## src/rtl/bin2bcd_seq.sv

```systemverilog
// bin2bcd_seq: sequential binary-to-BCD converter (double dabble, one bit per clock).
// Optional two's-complement input; the sign is reported separately on neg.
// Digits that do not fit in DIGITS are dropped and flagged on ovf.
//
// state | meaning
// IDLE  | waiting for start; results held stable
// SHIFT | one add-3/shift step per clock, WIDTH steps in total
module bin2bcd_seq #(
    parameter int WIDTH  = 10,
    parameter int DIGITS = 4
) (
    input  logic                  clk,
    input  logic                  rst,
    input  logic                  start,
    input  logic                  signed_mode,
    input  logic [WIDTH-1:0]      bin,
    output logic                  busy,
    output logic                  done,
    output logic [4*DIGITS-1:0]   bcd,
    output logic                  neg,
    output logic                  ovf
);

    localparam int CW = $clog2(WIDTH + 1);
    localparam int BW = 4 * DIGITS;

    typedef enum logic {
        IDLE  = 1'b0,
        SHIFT = 1'b1
    } state_t;

    state_t            state_q, state_d;
    logic [WIDTH-1:0]  mag_q, mag_d;
    logic [BW-1:0]     scr_q, scr_d;
    logic [CW-1:0]     cnt_q, cnt_d;
    logic              sign_q, sign_d;
    logic              sticky_q, sticky_d;
    logic [BW-1:0]     bcd_q, bcd_d;
    logic              neg_q, neg_d;
    logic              ovf_q, ovf_d;
    logic              done_q, done_d;

    logic [BW-1:0]     adj;
    logic [BW-1:0]     shifted;
    logic              out_bit;

    // Add-3 correction on every digit >= 5, then the one-bit left shift of the scratch.
    always_comb begin
        adj = scr_q;
        for (int k = 0; k < DIGITS; k++) begin
            if (scr_q[4*k +: 4] >= 4'd5) begin
                adj[4*k +: 4] = scr_q[4*k +: 4] + 4'd3;
            end
        end
        out_bit = adj[BW-1];
        shifted = {adj[BW-2:0], mag_q[WIDTH-1]};
    end

    // Next-state and datapath control; a start while in SHIFT is ignored.
    always_comb begin
        state_d  = state_q;
        mag_d    = mag_q;
        scr_d    = scr_q;
        cnt_d    = cnt_q;
        sign_d   = sign_q;
        sticky_d = sticky_q;
        bcd_d    = bcd_q;
        neg_d    = neg_q;
        ovf_d    = ovf_q;
        done_d   = 1'b0;
        case (state_q)
            IDLE: begin
                if (start) begin
                    state_d  = SHIFT;
                    sign_d   = signed_mode & bin[WIDTH-1];
                    mag_d    = bin;
                    if (signed_mode && bin[WIDTH-1]) begin
                        // Most-negative operand negates to itself, which is the correct magnitude.
                        mag_d = ~bin + {{(WIDTH-1){1'b0}}, 1'b1};
                    end
                    scr_d    = '0;
                    cnt_d    = CW'(WIDTH);
                    sticky_d = 1'b0;
                end
            end
            SHIFT: begin
                scr_d    = shifted;
                mag_d    = mag_q << 1;
                sticky_d = sticky_q | out_bit;
                cnt_d    = cnt_q - CW'(1);
                if (cnt_q == CW'(1)) begin
                    state_d = IDLE;
                    bcd_d   = shifted;
                    ovf_d   = sticky_q | out_bit;
                    neg_d   = sign_q;
                    done_d  = 1'b1;
                end
            end
            default: state_d = IDLE;
        endcase
    end

    // State and datapath registers; reset aborts any conversion and clears results.
    always_ff @(posedge clk or posedge rst) begin
        if (rst) begin
            state_q  <= IDLE;
            mag_q    <= '0;
            scr_q    <= '0;
            cnt_q    <= '0;
            sign_q   <= 1'b0;
            sticky_q <= 1'b0;
            bcd_q    <= '0;
            neg_q    <= 1'b0;
            ovf_q    <= 1'b0;
            done_q   <= 1'b0;
        end else begin
            state_q  <= state_d;
            mag_q    <= mag_d;
            scr_q    <= scr_d;
            cnt_q    <= cnt_d;
            sign_q   <= sign_d;
            sticky_q <= sticky_d;
            bcd_q    <= bcd_d;
            neg_q    <= neg_d;
            ovf_q    <= ovf_d;
            done_q   <= done_d;
        end
    end

    assign busy = (state_q == SHIFT);
    assign done = done_q;
    assign bcd  = bcd_q;
    assign neg  = neg_q;
    assign ovf  = ovf_q;

endmodule

```

## config.mk

```make
export PLATFORM = sky130hd
export DESIGN_NAME = bin2bcd_seq
export DESIGN_NICKNAME = d
export VERILOG_FILES = /design/src/rtl/bin2bcd_seq.sv
export SDC_FILE = /design/constraint.sdc
export NUM_CORES = 1
export LEC_CHECK = 0
export ABC_CLOCK_PERIOD_IN_PS = 3800
export CAP_MARGIN = 20
export CORE_MARGIN = 2
export CORE_UTILIZATION = 60
export DETAILED_ROUTE_END_ITERATION = 7
export HOLD_SLACK_MARGIN = 0.08
export PLACE_DENSITY = 0.85
export SETUP_SLACK_MARGIN = 0.5
export SYNTH_ARGS = -nofsm -noshare
export SYNTH_HDL_FRONTEND = slang
export SYNTH_SLANG_ARGS = --single-unit
```

## constraint.sdc

```tcl
create_clock -name clk -period 3.8 [get_ports clk]
set_input_delay 1.14 -clock clk [delete_from_list [all_inputs] [get_ports clk]]
set_output_delay 1.14 -clock clk [all_outputs]
set_load 0.03 [all_outputs]
```

=== Word level (Yosys, flattened, before mapping) ===
Cells that the tools add are included.

* Input bits: 14
* Word-level logic and storage cells: 47
* Bits in registers: 52

* Bitwise logic cells: 4
* Mux-type cells: 18
* Reduce and logical (&&, ||, !) cells: 3
* $add $sub $neg: 6
* Eq/ne operators: 2
* $lt $le $gt $ge: 4

{| class="wikitable"
|+ Operators with widths
! kind !! count
|-
| $pmux 16 s2 || 1
|-
| $mux 10 || 2
|-
| $mux 4 || 5
|-
| $pmux 10 s2 || 1
|-
| $add 4x2->4 const B || 4
|-
| $ge 4x3->1 const B || 4
|-
| $mux 16 || 1
|-
| $add 10x1->10 const B || 1
|-
| $not 10->10 || 1
|-
| $pmux 4 s2 || 1
|-
| $mux 1 || 5
|-
| $eq 4x1->1 const B || 1
|-
| $pmux 1 s2 || 2
|-
| $reduce_and 2->1 || 2
|-
| $sub 4x1->4 const B || 1
|-
| $ne 2x2->1 const B || 1
|-
| $and 1x1->1 || 1
|-
| $logic_and 1x1->1 || 1
|-
| $not 1->1 || 1
|-
| $or 1x1->1 || 1
|}

=== Longest topological paths before layout ===
* Depth in word-level cells: 5
* Mapped depth: 7
* Depth with buffers taken out: 6

=== Worst setup path before layout ===
Ideal clock, no wire load.

* Kind: input-to-reg
* From: input bin[0]
* To: register mag_q[8]
* Arrival: 1.860 ns
* Setup time: 0.128 ns
* Buffers on the path: 0
* Setup slack: 1.812 ns
* Stages on the path: 6
* Cell sequence: inv_1 -> ha_1 -> nor3b_2 -> a21oi_1 -> xnor2_1 -> o21ai_0

* Longest elaborated chain between the ends: 5

{| class="wikitable"
|+ RTL lines
! item !! RTL line !! source
|-
| start: declaration || 16 || <nowiki>input logic [WIDTH-1:0] bin,</nowiki>
|-
| $not 10->10 || 79 || <nowiki>mag_d = ~bin + {{(WIDTH-1){1'b0}}, 1'b1};</nowiki>
|-
| $add 10x1->10 || 79 ||
|-
| $mux 10 || 77 || <nowiki>if (signed_mode && bin[WIDTH-1]) begin</nowiki>
|-
| $mux 10 || 73 || <nowiki>if (start) begin</nowiki>
|-
| $pmux 10 s2 || 71 || <nowiki>case (state_q)</nowiki>
|-
| end signal: assignment || 118 || <nowiki>mag_q <= mag_d;</nowiki>
|-
| end: declaration || 33 || <nowiki>logic [WIDTH-1:0] mag_q, mag_d;</nowiki>
|}

Every way passes these cells. The select of a mux whose other input is x is not followed.
A chain may end at the register's enable or synchronous reset.

=== Worst setup path after layout ===
* From: register bcd_q[2], in the netlist bcd[2]
* To: output bcd[2]

{| class="wikitable"
|+ RTL lines
! item !! RTL line !! source
|-
| start: declaration || 38 || <nowiki>logic [BW-1:0] bcd_q, bcd_d;</nowiki>
|-
| start signal: assignment || 112 || <nowiki>bcd_q <= '0;</nowiki>
|-
| start signal: assignment || 123 || <nowiki>bcd_q <= bcd_d;</nowiki>
|-
| end: declaration || 19 || <nowiki>output logic [4*DIGITS-1:0] bcd,</nowiki>
|}

No word-level cell between the ends.

==> summary.txt <==
CTS resizes: 0
worst skew pair latency: 0.30 ns
Buffers on Ports: 33
Chip Height: 71.7 um
initial antenna violation count: 0
worst-margin pin slew: 0.549 ns
simple-gate share of the synthesized area: 17.5%
worst min path class: flop to flop
fin crit share: 65.9%
adder-cell share of the synthesized area: 5.00%
# rows: 24
Area Overhead vs Synth: 18.1%
unrepaired setup endpoints after global routing: no
synth top area cells: dfrtp_1 47%, ha_1 5.0%, nor3b_1 4.9%
Clock transition at path regs: 0.09 ns
GPL Wtd Cong: 0.783
Compound-Gate Fraction of Synth Area: 14.6%
Syn Inst Count: 271
first-pass GRT wire length: 8600 um
Die X: 71.7 um
post-layout minimum cycle time: 2.50 ns
ant diodes: 0
Max-Cap Viols: 0
count of cell types in the netlist: 38
commonest cells after routing, fill and taps aside: 52 x dfrtp_1, 33 x clkdlybuf4s50_1, 27 x nand2_1
largest family of logic cells by synthesized area: simple AND/OR/NAND/NOR gates
Post-Syn Nets: 296
vias in the first global route: 1,875
Detailed Place HPWL: 3680 um
Pwr Total: 2.68 mW
Post-Synth XOR/XNOR Area: 3.82%
root buffer cell: clkbuf_8
Hold-fix buffers, CTS: 0
starting density of the core: 62.8%
largest net degree at the start of global routing: 57
Final Util: 74.2%
Slew Viols, Final: 0
post-CTS setup buffers: 0
mux contribution to synthesized area: 7.23%
WP data arrival: 1.36 ns
Max Root-Sink Buffers: 2
vias per cell: 5.61
largest stage delay on the critical path: 0.69 ns
Tot GR Track Use: 21.3%
CP bufs+invs: 1
Critical Path, Cell by Cell: clkdlybuf4s50_1
Final ANT Viol Nets: 0
full die area: 0.00515 sq mm
# IOs: 34
Via Count: 2,002
drt drc: 0
f_max: 399 MHz
routed wire length: 4990 um
Synth Cell Area: 0.00275 sq mm
Synth area leader: dfrtp_1
status: finished clean
First DRT Iteration DRCs: 82
worst path required time: 2.66 ns
Slew headroom: 63.4%
maximum VDD drop: 0.420 mV
register bit total from synthesis: 52
Seq/Total Area, Yosys: 47.3%
Yosys Warn Count: 0
H-tree Lvls: 2
1st-pass router iterations: 4
commonest non-fill, non-tap cell in the layout: dfrtp_1
Max FO, Critical Path: 2
CTS Buf Count: 5
Pleak: 1.49 nW
CTS tree: built
Startpoint Class: flop
slowest CP cell: clkdlybuf4s50_1
wire length per cell: 14.0 um
r2r setup slk: 1.80 ns
global route total overflow: 0
share of layout cells above drive strength 1: 10.5%
core outline area: 0.00438 sq mm
Final Hold Fails: 0
NumNets Final: 329
critical setup path kind: flop to output pin
cell family with most CP delay: buffers and inverters
CP endpoint kind: output pin
Fin Setup TNS: 0 ns
Final Setup Violations: 0
syn avg cell area: 10.2 sq um
TritonCTS sink count: 52
Post-Route Skew: 0.00492 ns
P per Cell Area: 825 mW/mm^2
Synth top area share: 47.3%
kinds of logic (layout without fill, tap and decap cells):
kind of cell,count (synthesis),in the layout
AND/OR/NAND/NOR,85,85
AO/OA/AOI/OAI,65,65
flip-flops,52,52
buffers and inverters,28,62
multiplexers,18,18
XOR/XNOR,12,12
adder cells (fa/ha/maj),11,11
sequential cells by signal, indices dropped and copies added (netlist names), 4 cells and up:
register and count:
mag_q 10, cnt_q 4, scr_q 16, bcd 16
metal layers:
metal	global-route usage, %	wire length (um)	part of all wire (%)	up-vias
li1	-	-	-	993
met1	28.8	2210	44	952
met2	35.2	2560	51	51
met3	3.80	166	3.3	6
met4	6.92	57	1.1	0
met5	0	0	0	-
power breakdown:
group	total, mW	internal (mW)	switching (mW)
combinational	1.30	0.604	0.698
clock	0.407	0.232	0.174
sequential	0.974	0.790	0.184
worst paths after layout:
path                       startpoint  endpoint  depth (start not counted)
setup reg to reg                 busy   bcd[13]                          5
max in group asynchronous         rst    bcd[9]                          3
min in group asynchronous         rst  mag_q[1]                          2
hold / removal                bcd[12]   bcd[12]                          2
setup / recovery               bcd[2]    bcd[2]                          1
hold reg to reg               bcd[12]   bcd[12]                          2
layout make-up:
cell class / instances / area [sq um]
Tap cell: 52 / 65.1
Clock inverter: 1 / 30.0
Multi-Input combinational cell: 191 / 1330
Timing Repair Buffer: 39 / 375
Clock buffer: 7 / 96.3
Inverter: 15 / 56.3
Sequential cell: 52 / 1300
Fill cell: 317 / 1130
tightest hold or removal path, cell delays in order (launching register included):
cell and delay [ns]:
dfrtp_1 0.35, nand2_1 0.04, o21ai_0 0.06
Yosys cell counts:
master	count
o21ai_0	24
o311ai_2	1
mux2i_1	12
a21oi_2	2
or3_1	1
o22a_1	2
a31oi_1	1
nor3b_2	2
nor4_2	1
xnor2_1	11
a32o_1	1
nand3b_1	1
nand4bb_1	1
a21oi_1	21
nor3b_1	18
a21oi_4	1
a22o_1	1
clkbuf_1	3
mux2_2	3
nor4_1	1
buf_2	9
a21o_1	8
ha_1	11
nor3_1	5
o31ai_1	1
xor2_1	1
mux2_4	3
nand2b_1	13
dfrtp_1	52
inv_1	14
a21o_2	1
nand3_1	4
buf_6	1
nand2b_2	2
inv_2	1
nand2_1	27
nor2_1	9
a311oi_1	1
per-stage QoR:
stage               setup slack, ns  area, sq um  hold slack [ns]  std cells
finish                         1.30         3250            0.481        357
CTS                            1.29         3250            0.490        357
global route                   1.26         3250            0.500        357
detailed placement             1.08         3130            0.469        349
global placement               1.16         3130            0.461        349
floorplan                      1.40         2750            0.438        271
Note: power is estimated with default switching activity, not from simulation.
